$ cat src/rtl/if_id_fifo_if.sv
// IF/ID pipeline FIFO interface.
// Carries the fetch-to-decode handshake, the fetched instruction entry, the
// flush request and the FIFO status outputs.
interface if_id_fifo_if #(
   parameter int unsigned DEPTH = 4
);

   // Formal-interface observation fields carried alongside each instruction
   typedef struct packed {
      logic        monitor_valid;
      logic [63:0] monitor_order;
      logic [31:0] monitor_inst;
      logic [31:0] monitor_pc_rdata;
      logic [31:0] monitor_pc_wdata;
   } rvfi_t;

   // One fetched instruction as handed from IF to ID
   typedef struct packed {
      logic [31:0] pc;
      logic        branch_pred;
      logic [31:0] predicted_pc;
      rvfi_t       rvfi;
   } if_id_reg_t;

   logic                       enq_valid;
   if_id_reg_t                 enq_data;
   logic                       enq_ready;
   logic                       deq_valid;
   if_id_reg_t                 deq_data;
   logic                       deq_ready;
   logic                       flush;
   logic [$clog2(DEPTH):0]     count;
   logic                       overflow_err;

   // FIFO side
   modport slave (
      input  enq_valid,
      input  enq_data,
      input  deq_ready,
      input  flush,
      output enq_ready,
      output deq_valid,
      output deq_data,
      output count,
      output overflow_err
   );

   // Fetch/decode side
   modport master (
      output enq_valid,
      output enq_data,
      output deq_ready,
      output flush,
      input  enq_ready,
      input  deq_valid,
      input  deq_data,
      input  count,
      input  overflow_err
   );

endinterface

$ cat src/rtl/if_id_fifo.sv
// IF/ID decoupling FIFO.
// Circular buffer of DEPTH fetched entries between fetch and decode. Ready and
// valid derive only from the registered occupancy, so there is no combinational
// path from enqueue to dequeue. Flush empties the FIFO on the next edge; an
// enqueue attempted while full is dropped and latches a sticky error.
module if_id_fifo #(
   parameter int unsigned DEPTH = 4
) (
   input logic          clk,
   input logic          rst,
   if_id_fifo_if.slave  bus
);

   localparam int unsigned PTR_W = $clog2(DEPTH);
   localparam int unsigned CNT_W = PTR_W + 1;

   // NOP (addi x0, x0, 0) presented to decode when no entry is available
   localparam logic [31:0] NOP_INST = 32'h0000_0013;

   // Layout must stay identical to if_id_fifo_if::rvfi_t / if_id_reg_t; the
   // packed structs are assigned to each other bit-for-bit.
   typedef struct packed {
      logic        monitor_valid;
      logic [63:0] monitor_order;
      logic [31:0] monitor_inst;
      logic [31:0] monitor_pc_rdata;
      logic [31:0] monitor_pc_wdata;
   } rvfi_t;

   typedef struct packed {
      logic [31:0] pc;
      logic        branch_pred;
      logic [31:0] predicted_pc;
      rvfi_t       rvfi;
   } entry_t;

   // Storage has no reset: validity is tracked purely by the pointers/count
   entry_t mem [DEPTH];

   logic [PTR_W-1:0] wptr_q, wptr_d;
   logic [PTR_W-1:0] rptr_q, rptr_d;
   logic [CNT_W-1:0] count_q, count_d;
   logic             overflow_q, overflow_d;

   logic   enq_ready;
   logic   deq_valid;
   logic   enq_fire;
   logic   deq_fire;
   entry_t enq_entry;
   entry_t head_entry;
   entry_t out_entry;

   // Handshake status from registered occupancy only
   always_comb begin
      enq_ready = (count_q != CNT_W'(DEPTH));
      deq_valid = (count_q != '0);
      enq_fire  = bus.enq_valid & enq_ready & ~bus.flush;
      deq_fire  = deq_valid & bus.deq_ready & ~bus.flush;
   end

   // Next-state for pointers, occupancy and the sticky overflow flag
   always_comb begin
      wptr_d     = wptr_q;
      rptr_d     = rptr_q;
      count_d    = count_q;
      overflow_d = overflow_q | (bus.enq_valid & ~enq_ready & ~bus.flush);

      if (bus.flush) begin
         // Flush wins over any same-cycle enqueue or dequeue
         wptr_d  = '0;
         rptr_d  = '0;
         count_d = '0;
      end else begin
         if (enq_fire) begin
            wptr_d = (wptr_q == PTR_W'(DEPTH - 1)) ? '0 : wptr_q + 1'b1;
         end
         if (deq_fire) begin
            rptr_d = (rptr_q == PTR_W'(DEPTH - 1)) ? '0 : rptr_q + 1'b1;
         end
         unique case ({enq_fire, deq_fire})
            2'b10:   count_d = count_q + 1'b1;
            2'b01:   count_d = count_q - 1'b1;
            default: count_d = count_q;
         endcase
      end
   end

   // Control state with asynchronous reset
   always_ff @(posedge clk or posedge rst) begin
      if (rst) begin
         wptr_q     <= '0;
         rptr_q     <= '0;
         count_q    <= '0;
         overflow_q <= 1'b0;
      end else begin
         wptr_q     <= wptr_d;
         rptr_q     <= rptr_d;
         count_q    <= count_d;
         overflow_q <= overflow_d;
      end
   end

   assign enq_entry = bus.enq_data;

   // Entry storage write at the write pointer
   always_ff @(posedge clk) begin
      if (enq_fire) begin
         mem[wptr_q] <= enq_entry;
      end
   end

   // Head presentation; an empty FIFO shows a bubble built on the head slot
   always_comb begin
      head_entry = mem[rptr_q];
      out_entry  = head_entry;
      if (!deq_valid) begin
         out_entry.rvfi.monitor_valid = 1'b0;
         out_entry.rvfi.monitor_inst  = NOP_INST;
         out_entry.branch_pred        = 1'b0;
      end
   end

   assign bus.enq_ready    = enq_ready;
   assign bus.deq_valid    = deq_valid;
   assign bus.deq_data     = out_entry;
   assign bus.count        = count_q;
   assign bus.overflow_err = overflow_q;

endmodule

$ cat src/flat_wrapper.sv
// flat-port wrapper written by rule: the top's interface ports become plain ports
module if_id_fifo_flat 
#(
   parameter int unsigned DEPTH = 4
)
  (clk, rst, bus_enq_valid, bus_enq_data, bus_deq_ready, bus_flush, bus_enq_ready, bus_deq_valid, bus_deq_data, bus_count, bus_overflow_err);
  if_id_fifo_if #(.DEPTH(DEPTH)) bus_i ();
  input logic clk;
  input logic rst;
  input wire logic [$bits(bus_i.enq_valid)-1:0] bus_enq_valid;
  input wire logic [$bits(bus_i.enq_data)-1:0] bus_enq_data;
  input wire logic [$bits(bus_i.deq_ready)-1:0] bus_deq_ready;
  input wire logic [$bits(bus_i.flush)-1:0] bus_flush;
  output wire logic [$bits(bus_i.enq_ready)-1:0] bus_enq_ready;
  output wire logic [$bits(bus_i.deq_valid)-1:0] bus_deq_valid;
  output wire logic [$bits(bus_i.deq_data)-1:0] bus_deq_data;
  output wire logic [$bits(bus_i.count)-1:0] bus_count;
  output wire logic [$bits(bus_i.overflow_err)-1:0] bus_overflow_err;
  assign bus_i.enq_valid = bus_enq_valid;
  assign bus_i.enq_data = bus_enq_data;
  assign bus_i.deq_ready = bus_deq_ready;
  assign bus_i.flush = bus_flush;
  assign bus_enq_ready = bus_i.enq_ready;
  assign bus_deq_valid = bus_i.deq_valid;
  assign bus_deq_data = bus_i.deq_data;
  assign bus_count = bus_i.count;
  assign bus_overflow_err = bus_i.overflow_err;
  if_id_fifo #(.DEPTH(DEPTH)) u_core (.clk(clk), .rst(rst), .bus(bus_i));
endmodule
$ cat config.mk
export PLATFORM = sky130hd
export DESIGN_NAME = if_id_fifo_flat
export DESIGN_NICKNAME = d
export VERILOG_FILES = /design/src/rtl/if_id_fifo_if.sv /design/src/rtl/if_id_fifo.sv /design/src/flat_wrapper.sv
export SDC_FILE = /design/constraint.sdc
export NUM_CORES = 1
export LEC_CHECK = 0
export CAP_MARGIN = 10
export CORE_ASPECT_RATIO = 0.7
export CORE_MARGIN = 4
export CORE_UTILIZATION = 54
export CTS_CLUSTER_DIAMETER = 30
export DETAILED_ROUTE_END_ITERATION = 10
export GPL_TIMING_DRIVEN = 0
export PLACE_DENSITY = 0.89
export REMOVE_ABC_BUFFERS = 1
export SYNTH_ARGS = -nofsm -noshare
export SYNTH_HDL_FRONTEND = slang
export SYNTH_SLANG_ARGS = --single-unit
$ cat constraint.sdc
create_clock -name clk -period 8.33 [get_ports clk]
set_input_delay 0.833 -clock clk [delete_from_list [all_inputs] [get_ports clk]]
set_output_delay 0.833 -clock clk [all_outputs]
set_load 0.03 [all_outputs]
==> impl_metrics.json <==
{
  "crit_path_max_incr_delay_ps": 930,
  "drive_gt1_share_pct": 23.9,
  "num_vias": 16328,
  "cpMostUsedCell": "buf_16",
  "vias_per_cell": 5.93,
  "route.detailed.drc": 0,
  "holdBufCountCts": 0,
  "required_ps": 7500,
  "die_w_um": 305,
  "status": "finished, final reports clean",
  "crit_path_top_delay_cell": "dfrtp_4",
  "drtPass1Iterations": 5,
  "leakagePower_nw": 13.8,
  "crit_arrival_ps": 3950,
  "wirelength_mm": 80.7,
  "start_util_pct": 55.1,
  "cts_max_level": 3,
  "rsz0062_at_grt": "no",
  "die_y_um": 216,
  "drt_iter0_drc": 1793,
  "post_cts_buffers": 0,
  "crit_type": "reg -> out",
  "syn_area_per_cell_sq_um": 25.9,
  "setup_viol": 0,
  "clock_skew_ps": 26.7,
  "yosysMostFrequentCell": "edfxtp_1",
  "placement_rows": 75,
  "synth-seq-cells": 912,
  "seq_area_frac_synth_pct": 81.9,
  "synth_area_leader_cell": "edfxtp_1",
  "fillers": 3183,
  "grt_max_degree": 63,
  "routabilityCongestion": 0.756,
  "syn_area_sq_um": 33400,
  "cp_max_fo": 42,
  "slew_headroom_pct": 27.9,
  "cts_max_path_buffers": 3,
  "yosysWarnings": 0,
  "cts_buffers": 116,
  "reg2reg_from": "u_core.bus.count[0]",
  "insertion_delay_ps": 680,
  "port_buffers": 462,
  "period_share_pct": 57.5,
  "final_antenna_net_count": 0,
  "root_buffer": "clkbuf_16",
  "crit_chain": "buf_16, buf_16, buf_16, mux4_2, clkdlybuf4s50_1",
  "synthToLayoutAreaGrowth_pct": 30.3,
  "power.density_nw_per_um2": 271,
  "ios": 463,
  "synth_top_area_share_pct": 81.3,
  "placed_area_sq_um": 39400,
  "grt_overflow": 0,
  "critPathLaunch": "u_core.rptr_q[0]",
  "nNetsFinal": 2072,
  "netlist_top_cells_count": "edfxtp_1 (904), mux4_2 (226), and2_1 (35), buf_4 (20), buf_2 (15)",
  "grt_pass1_vias": 17634,
  "die_area_sq_um": 65900,
  "cts_resized": 0,
  "core-area_sq_um": 60500,
  "synthDistinctLibCells": 30,
  "synth_edf_count": 904,
  "synth_cells": 1288,
  "worst_pin_slew_ps": 1080,
  "dp_hpwl_mm": 44.8,
  "hold_viol_final": 0,
  "slew_viol_final": 0,
  "synthTopCellsByArea": "edfxtp_1 (81%), mux4_2 (15%), and2_1 (0.66%)",
  "final_cells": 2752,
  "maxCapViolations": 0,
  "synthArstFlopShare_pct": 0.877,
  "critPathLaunchType": "flop",
  "wl_per_cell_um": 29.3,
  "stdcell_area_sq_um": 43500,
  "ys.flop_type": "edfxtp_1",
  "clk_pin_slew_ps": 60,
  "clock.fmax_ghz": 0.209,
  "cp-end-kind": "primary output",
  "grt_pass1_wl_mm": 120,
  "dp_cells": 2525,
  "track_usage_pct": 24.8,
  "hold_path_class": "in -> async",
  "cts_sinks": 912,
  "antenna_found_initial": 10,
  "power_w": 0.0118,
  "min_period_ps": 4790,
  "cts_tree": "yes",
  "ir_drop_v": 0.000293
}
[worst paths after layout]
kind,end,slack (ps),depth (start not counted)
max,bus_deq_data[202],3540,5
min,u_core.bus.overflow_err,490,2
max reg2reg,u_core.bus.count[2],4820,9
min reg2reg,u_core.bus.overflow_err,580,1
max in group asynchronous,u_core.rptr_q[1],7540,2
min in group clk,u_core.bus.overflow_err,580,1
[layout make-up]
cell class	count	area, sq um	share of cell area, %
antenna	5	12.5	0.0288
clock buffer	125	2980	6.85
clock inverter	97	1130	2.60
inverter	4	15.0	0.0345
multi-input combinational	314	5680	13.1
sequential	912	27400	62.9
tap	808	1010	2.32
timing repair buffer	487	5310	12.2
[layout by cell type (no fill, tap or decap), types with 4 or more instances in the layout]
cell type	synthesis	routed
edfxtp_1	904	904
clkdlybuf4s50_1	0	462
mux4_2	226	226
clkbuf_16	0	118
and2_1	35	31
buf_16	0	25
inv_6	0	19
bufinv_16	0	19
clkinv_2	0	18
clkinvlp_4	0	17
clkinv_1	0	12
nand2_1	7	7
a21oi_1	7	7
inv_8	0	7
clkbuf_1	10	7
dfrtp_1	8	6
diode_2	0	5
nand3_1	5	5
ha_1	5	5
nor2_1	4	4
inv_1	4	4
and2_4	0	4
clkinv_4	0	4
[metrics by stage]
stage	utilization [%]	TNS (ps)	setup WS (ps)	hold WS, ps
2_1_floorplan	-	-483310	-2130	536
3_3_place_gp	63.9	-4293950	-6550	464
3_5_place_dp	65.0	0	4180	530
4_1_cts	71.8	0	3410	448
5_1_grt	71.8	0	3240	481
6_report	71.9	0	3540	488
[routing by layer]
layer  GRT usage, %  vias up  routed length, um
li1               -     6690                  -
met1           30.3     8573              28300
met2           42.5      903              42200
met3           8.54      148               7850
met4           7.06       14               2190
met5              0        -                 98
[cell families (layout without fill, tap and decap cells)]
logic type	after synthesis	in the layout	share of synthesized area [%]
AOI/OAI and AO/OA	12	12	0.214
xor gates and xnor gates	2	2	0.0525
and+or+nand+nor	66	66	1.15
adders and majority gates	6	6	0.247
muxes	228	228	15.3
DFF	912	912	81.9
buffers and inverters	62	713	1.07
other	0	5	0
[state kept, by name, summed over array words and instances, names as in the netlist]
signal,flops
u_core.bus.count,3
u_core.rptr_q,2
u_core.bus.overflow_err,1
u_core.mem,904
u_core.wptr_q,2
[power by group]
group	internal, W	switching, W
clock network	0.00322	0.00203
logic	0.000587	0.000702
registers	0.00518	0.0000539
total	0.00899	0.00279
[worst max-delay path, delay by kind of cell (launching register included)]
family,cells,cell delay [ps]
buffers and inverters,4,1650
DFF,1,930
muxes,1,560
Note: power is estimated with default switching activity, not from simulation.
